$ cat src/rtl/dnn2ami_req_arbiter_pkg.sv
// dnn2ami_req_arbiter_pkg: shared AMI request width, burst counter width and source ids
package dnn2ami_req_arbiter_pkg;
  localparam int AMI_REQUEST_BUS_WIDTH = 64;
  localparam int BURST_W = 4;
  typedef enum logic {SRC_RD = 1'b0, SRC_WR = 1'b1} src_t;
endpackage

$ cat src/rtl/dnn2ami_skid_q2.sv
// dnn2ami_skid_q2: 2-entry push/pop queue (push/push_data in, pop in, can_accept/count/valid/head out)
module dnn2ami_skid_q2 #(
  parameter int W = 64
) (
  input  logic         clk,
  input  logic         reset_n,
  input  logic         push,
  input  logic [W-1:0] push_data,
  input  logic         pop,
  output logic         can_accept,
  output logic [1:0]   count,
  output logic         valid,
  output logic [W-1:0] head
);
  logic [W-1:0] tail;
  assign can_accept = count < 2'd2;
  assign valid = count != 2'd0;
  always_ff @(posedge clk or negedge reset_n) begin
    if (!reset_n) begin
      count <= '0;
      head <= '0;
      tail <= '0;
    end else begin
      count <= count + {1'b0, push} - {1'b0, pop};
      if (pop && count == 2'd2) head <= tail;
      else if (push && (count == 2'd0 || pop)) head <= push_data;
      if (push && !pop && count == 2'd1) tail <= push_data;
    end
  end
endmodule

$ cat src/rtl/dnn2ami_req_arbiter.sv
// dnn2ami_req_arbiter: bounded-burst round-robin of write/read request paths into one AMI request port
module dnn2ami_req_arbiter
  import dnn2ami_req_arbiter_pkg::*;
#(
  parameter int REQ_W = AMI_REQUEST_BUS_WIDTH,
  parameter int BURST_LEN = 4,
  parameter int CNT_W = 32
) (
  input  logic             clk,
  input  logic             reset_n,
  input  logic             wr_reqValid,
  input  logic [REQ_W-1:0] wr_reqIn,
  output logic             wr_grant,
  input  logic             rd_reqValid,
  input  logic [REQ_W-1:0] rd_reqIn,
  output logic             rd_grant,
  output logic             mem_reqValid,
  output logic [REQ_W-1:0] mem_reqOut,
  input  logic             mem_reqGrant,
  output logic [CNT_W-1:0] wr_issued_cnt,
  output logic [CNT_W-1:0] rd_issued_cnt,
  output logic             idle
);
  localparam logic [BURST_W-1:0] BL = BURST_W'(BURST_LEN);
  src_t cur_src;
  logic [BURST_W-1:0] burst_cnt;
  logic can_accept, acc, sel_wr, push, pop;
  logic [1:0] q_count;
  src_t g_src;
  // grants look only at registered queue occupancy, and are held off while in reset
  assign acc = can_accept && reset_n;
  // under contention keep cur_src until its burst is used up, then hand over
  always_comb begin
    sel_wr = (wr_reqValid && rd_reqValid) ? ((burst_cnt < BL) == (cur_src == SRC_WR)) : wr_reqValid;
    wr_grant = acc && sel_wr && wr_reqValid;
    rd_grant = acc && !sel_wr && rd_reqValid;
    push = wr_grant || rd_grant;
    g_src = wr_grant ? SRC_WR : SRC_RD;
    pop = mem_reqValid && mem_reqGrant;
    idle = q_count == 2'd0 && !wr_reqValid && !rd_reqValid;
  end
  always_ff @(posedge clk or negedge reset_n) begin
    if (!reset_n) begin
      cur_src <= SRC_RD;
      burst_cnt <= '0;
      wr_issued_cnt <= '0;
      rd_issued_cnt <= '0;
    end else begin
      if (push) begin
        cur_src <= g_src;
        burst_cnt <= (g_src != cur_src) ? BURST_W'(1) : (burst_cnt == BL) ? BL : burst_cnt + BURST_W'(1);
      end
      if (wr_grant) wr_issued_cnt <= wr_issued_cnt + CNT_W'(1);
      if (rd_grant) rd_issued_cnt <= rd_issued_cnt + CNT_W'(1);
    end
  end
  dnn2ami_skid_q2 #(.W(REQ_W)) u_q (
    .clk(clk),
    .reset_n(reset_n),
    .push(push),
    .push_data(wr_grant ? wr_reqIn : rd_reqIn),
    .pop(pop),
    .can_accept(can_accept),
    .count(q_count),
    .valid(mem_reqValid),
    .head(mem_reqOut)
  );
endmodule

$ cat config.mk
export PLATFORM = sky130hd
export DESIGN_NAME = dnn2ami_req_arbiter
export DESIGN_NICKNAME = d
export VERILOG_FILES = /design/src/rtl/dnn2ami_req_arbiter_pkg.sv /design/src/rtl/dnn2ami_skid_q2.sv /design/src/rtl/dnn2ami_req_arbiter.sv
export SDC_FILE = /design/constraint.sdc
export NUM_CORES = 1
export LEC_CHECK = 0
export CORE_UTILIZATION = 50
export DETAILED_ROUTE_END_ITERATION = 8
export PLACE_DENSITY = 0.89
export SLEW_MARGIN = 20
export SYNTH_ARGS = -nofsm -noshare
export SYNTH_HDL_FRONTEND = slang
export SYNTH_HIERARCHICAL = 1
export SYNTH_SLANG_ARGS = --single-unit
export TNS_END_PERCENT = 100
$ cat constraint.sdc
create_clock -name clk -period 6.44 [get_ports clk]
set_input_delay 0.966 -clock clk [delete_from_list [all_inputs] [get_ports clk]]
set_output_delay 0.966 -clock clk [all_outputs]
set_load 0.01 [all_outputs]
Word-level counts from Yosys, hierarchy flattened
Index checks and enable logic that the tools add are counted.
- output and inout port bits: 132
- register bits after elaboration: 199
- bits of input ports: 133
- logic and storage cells: 48
- reductions and logical operators: 22
- add/subtract/negate cells: 5
- eq/ne operators: 5
- $lt $le $gt $ge: 2
- muxes and demuxes: 7
- operator list (cell ; number):
    $mux W64 ; 3
    $add A32 B1 Y32 const B ; 2
    $logic_and A1 B1 Y1 ; 13
    $mux W4 ; 2
    $add A4 B1 Y4 const B ; 1
    $eq A4 B3 Y1 const B ; 1
    $logic_not A1 Y1 ; 4
    $lt A4 B3 Y1 const B ; 1
    $reduce_bool A2 Y1 ; 2
    $add A2 B1 Y2 ; 1
    $eq A2 B1 Y1 const B ; 1
    $eq A2 B2 Y1 const B ; 1
    $logic_not A2 Y1 ; 1
    $logic_or A1 B1 Y1 ; 2
    $lt A2 B2 Y1 const B ; 1
    $mux W1 ; 2
    $sub A2 B1 Y2 ; 1
    $eq A1 B1 Y1 ; 1
    $ne A1 B1 Y1 ; 1

Depth between registers and ports, before layout
- depth after elaboration: 10
- mapped depth: 12
- mapped depth without buffers: 9

Modules after synthesis
The synthesis kept the hierarchy.
- modules (own cells, without submodules) (module ; seq. area each (um^2) ; cells each ; area an instance (um^2) ; instances):
    dnn2ami_skid_q2 ; 3253.1 ; 514 ; 6229.7 ; 1
    dnn2ami_req_arbiter ; 1726.7 ; 515 ; 4152.7 ; 1

Least setup slack after synthesis
No wires, ideal clock.
- kind: input-to-output
- start point: in rd_reqValid
- end point: out wr_grant
- slack: 3447 ps
- arrival time: 2027 ps
- path buffers: 2
- required time: 5474 ps
- cell stages on the path: 5
- cells stage by stage: buf_4 or4b_4 nand4_1 inv_2 clkbuf_1
- cells in the longest elaborated chain, start to end: 4
- ends and longest elaborated chain (what ; line ; source):
    from (decl) ; dnn2ami_req_arbiter.sv:14 ; input logic rd_reqValid,
    $logic_and A1 B1 Y1 ; dnn2ami_req_arbiter.sv:34 ; sel_wr = (wr_reqValid && rd_reqValid) ? ((burst_cnt < BL) == (cur_src == SRC_WR)) : wr_reqValid;
    $mux W1 ; dnn2ami_req_arbiter.sv:34 ;
    $logic_and A1 B1 Y1 (2 in series) ; dnn2ami_req_arbiter.sv:35 ; wr_grant = acc && sel_wr && wr_reqValid;
    to (decl) ; dnn2ami_req_arbiter.sv:13 ; output logic wr_grant,
Every way passes these cells.

Worst setup path after layout
- start point: in rd_reqValid
- end point: out rd_grant
- cells in the longest elaborated chain, start to end: 5
- ends and longest elaborated chain (what ; line ; source):
    $logic_and A1 B1 Y1 ; dnn2ami_req_arbiter.sv:34 ;
    $mux W1 ; dnn2ami_req_arbiter.sv:34 ;
    $logic_not A1 Y1 ; dnn2ami_req_arbiter.sv:36 ; rd_grant = acc && !sel_wr && rd_reqValid;
    $logic_and A1 B1 Y1 ; dnn2ami_req_arbiter.sv:36 ;
    $logic_and A1 B1 Y1 (*) ; dnn2ami_req_arbiter.sv:36 ;
    to (decl) ; dnn2ami_req_arbiter.sv:16 ; output logic rd_grant,
Every way passes the cells marked *; elsewhere a longest branch is shown, timed or not.

==> impl_metrics.py <==
metrics = {
    "worst_setup_path": {
        "worst-path-buf-inv": 2,
        "cp.arrival_ns": 2.97,
        "path_depth": 4,
        "worstRegToRegCells": 7,
        "crit_chain": "clkdlybuf4s50_1 > nand3_1 > a31oi_4 > clkdlybuf4s50_1",
        "cp-start-kind": "input port",
        "cp.required_ns": 5.47,
        "slowest_stage": "clkdlybuf4s50_1",
        "path_max_fanout": 10,
        "crit_path_frequent_cell": "clkdlybuf4s50_1",
        "crit_type": "in -> out",
        "cp_top_family": "buffers and inverters",
        "cpPeakStageDelay_ns": 0.65,
        "endpoint_kind": "output port",
    },
    "flow_run": {
        "maxCapViolCount": 0,
    },
    "sta": {
        "setup_viol": 0,
        "slew_headroom": 0.391,
        "rsz0062_at_grt": "no",
        "period_needed_ns": 3.94,
        "worstMarginPinSlew_ns": 0.914,
        "setup_ws_ns": 2.50,
        "fmax_ghz": 0.254,
        "finalMaxSlewViolations": 0,
        "tns_ns": 0,
        "skew_ns": 0.0123,
        "finalCritPeriodShare": 0.611,
        "hold_viol": 0,
    },
    "yosys": {
        "syn_inst": 1029,
        "synth-async-reset-ratio": 1.00,
        "synth_edf_count": 0,
        "synth_seq_area_share": 0.480,
        "yosys_register_bits": 199,
        "syn_area_um2": 10400,
        "yosysWarnings": 6,
        "syn_nets": 1168,
        "ys.flop_type": "dfrtp_1",
        "synthDistinctLibCells": 55,
        "syn-mean-instance-area_um2": 10.1,
    },
    "clocking": {
        "cts_max_level": 4,
        "root_buffer": "clkbuf_16",
        "clk_pin_slew_ns": 0.06,
        "clock_path_buffers": 2,
        "clk_latency_ns": 0.43,
        "postCtsHoldBufs": 0,
        "cts.sinks": 199,
        "cts_tree": "done",
        "cts-buffers-inserted": 17,
        "cts_resized": 0,
        "postCtsSetupRepairBufs": 0,
    },
    "grt": {
        "grt_use_total": 0.261,
        "grt_overflow": 0,
        "first_global_vias": 8867,
        "grt_start_max_net_pins": 73,
        "antenna_found_initial": 0,
        "grt_pass1_wl_mm": 44.7,
    },
    "worst_hold_path": {
        "whs_path_depth": 1,
        "worstHoldPathType": "reg -> reg",
    },
    "drt": {
        "dr_total_vias": 8573,
        "via_per_inst": 5.57,
        "wl_mm": 26.8,
        "detail-route-antenna-nets": 0,
        "drc": 0,
        "firstDrtPassIters": 5,
        "drtIter0Drc": 473,
        "wl_per_cell_um": 17.4,
    },
    "floorplan": {
        "dieArea_um2": 21300,
        "num_rows": 52,
        "core_area_um2": 20300,
        "pin_count": 265,
        "start_util": 0.511,
        "dieWidth_um": 146,
        "fp.dieH_um": 146,
    },
    "finish": {
        "syn_to_final_growth_pct": 31.8,
        "fin_nets": 1394,
        "insertedDiodeCount": 0,
        "layout_commonest_cell": "clkdlybuf4s50_1",
        "fin_area_um2": 13700,
        "drive_above_1_share": 0.105,
        "final_cell_mix": "clkdlybuf4s50_1 (263), nand2_1 (226), dfrtp_1 (199)",
    },
    "power": {
        "peakVddDrop_mv": 0.237,
        "power_density_nw_per_um2": 380,
        "leakagePower_nw": 5.97,
    },
    "place": {
        "dp_hpwl_mm": 17.4,
        "io_buffers": 264,
        "dpl_cell_area_um2": 13100,
        "post-place-ws_ns": 2.49,
        "gp_congestion": 0.791,
    },
    "status": {
        "status": "finished, final reports clean",
    },
}
-- metal layers --
| layer | wire (um) | up-vias | global-route usage | part of all wire |
|---|---|---|---|---|
| met5 | 0 | - | 0 | 0 |
| met4 | 565 | 0 | 0.0885 | 0.021 |
| met3 | 1230 | 34 | 0.0378 | 0.046 |
| met2 | 13300 | 286 | 0.444 | 0.49 |
| met1 | 11700 | 4264 | 0.342 | 0.44 |
| li1 | - | 3989 | - | - |
-- synth_stat cells, types with 2 or more instances --
library cell,instances,area share
o21ai_0,67,0.032
xnor2_1,47,0.040
mux2_2,65,0.070
buf_6,2,0.0022
clkbuf_1,37,0.013
buf_2,16,0.0077
o211a_1,64,0.062
nor2b_1,64,0.039
and3_1,13,0.0078
nand2b_1,2,0.0012
inv_1,15,0.0054
o211ai_1,2,0.0014
xor2_1,17,0.014
nand3_1,16,0.0077
and4_1,9,0.0076
dfrtp_1,199,0.48
nand2_1,226,0.082
nand4_1,20,0.012
nor2_1,23,0.0083
nor3_1,3,0.0014
ha_1,6,0.0072
buf_12,6,0.012
nand3b_1,64,0.046
buf_4,2,0.0014
and2_1,5,0.0030
nor3_2,4,0.0039
buf_1,4,0.0014
a21oi_1,4,0.0019
-- sequential cells by signal, indices dropped and copies added, names as in the netlist --
register	count
burst_cnt	4
u_q/count	2
u_q/tail	64
u_q/head	64
rd_issued_cnt	32
wr_issued_cnt	32
cur_src	1
-- per-stage QoR --
step                instances  power (mW)  hold WS, ns   util
floorplan                1029        3.21        0.471      -
global placement         1506        4.06        0.461  0.644
detailed placement       1506        4.14        0.466  0.644
CTS                      1538        5.24        0.475  0.674
global route             1538        5.50        0.493  0.674
finish                   1538        5.20        0.471  0.674
-- power breakdown --
part / leakage, nW / switching (mW) / internal (mW)
clock network: 0.280 / 0.486 / 0.598
registers: 2.44 / 0.301 / 1.70
logic: 3.25 / 1.01 / 1.11
-- kinds of logic after synthesis --
group,Yosys count,synth area share
adder cells (fa/ha/maj),6,0.00723
AO/OA/AOI/OAI,148,0.110
AND/OR/NAND/NOR,461,0.233
XOR/XNOR,64,0.0540
multiplexers,66,0.0715
buffers and inverters,85,0.0453
flip-flops,199,0.480
-- worst register-to-register path, cell delays in order, from the launching register on --
cell and delay [ns]:
dfrtp_1 0.51, inv_1 0.16, nand2_1 0.17, nor2_4 0.72
mux2i_1 0.24, o21ai_4 0.47, buf_4 0.42, o211a_1 0.22
-- final cells by class --
cell class,count,area (um^2)
well taps,270,338
clock buffers,19,453
fillers,1538,6620
clock inverters,13,145
inverters,16,60.1
multi-input cells,745,4970
repair buffers,276,2740
flip-flops and latches,199,4980
-- worst paths after layout --
path / from / slack, ns / to
min reg2reg: rd_issued_cnt[31]$_DFFE_PN0P_ / 0.47 / rd_issued_cnt[31]$_DFFE_PN0P_
min in group asynchronous: reset_n / 0.53 / rd_issued_cnt[23]$_DFFE_PN0P_
max reg2reg: u_q/count[1]$_DFF_PN0_ / 3.48 / u_q/head[54]$_DFFE_PN0P_
max in group asynchronous: reset_n / 4.56 / u_q/tail[42]$_DFFE_PN0P_
max: rd_reqValid / 2.50 / rd_grant
min: rd_issued_cnt[31]$_DFFE_PN0P_ / 0.47 / rd_issued_cnt[31]$_DFFE_PN0P_
Note: power is estimated with default switching activity, not from simulation.
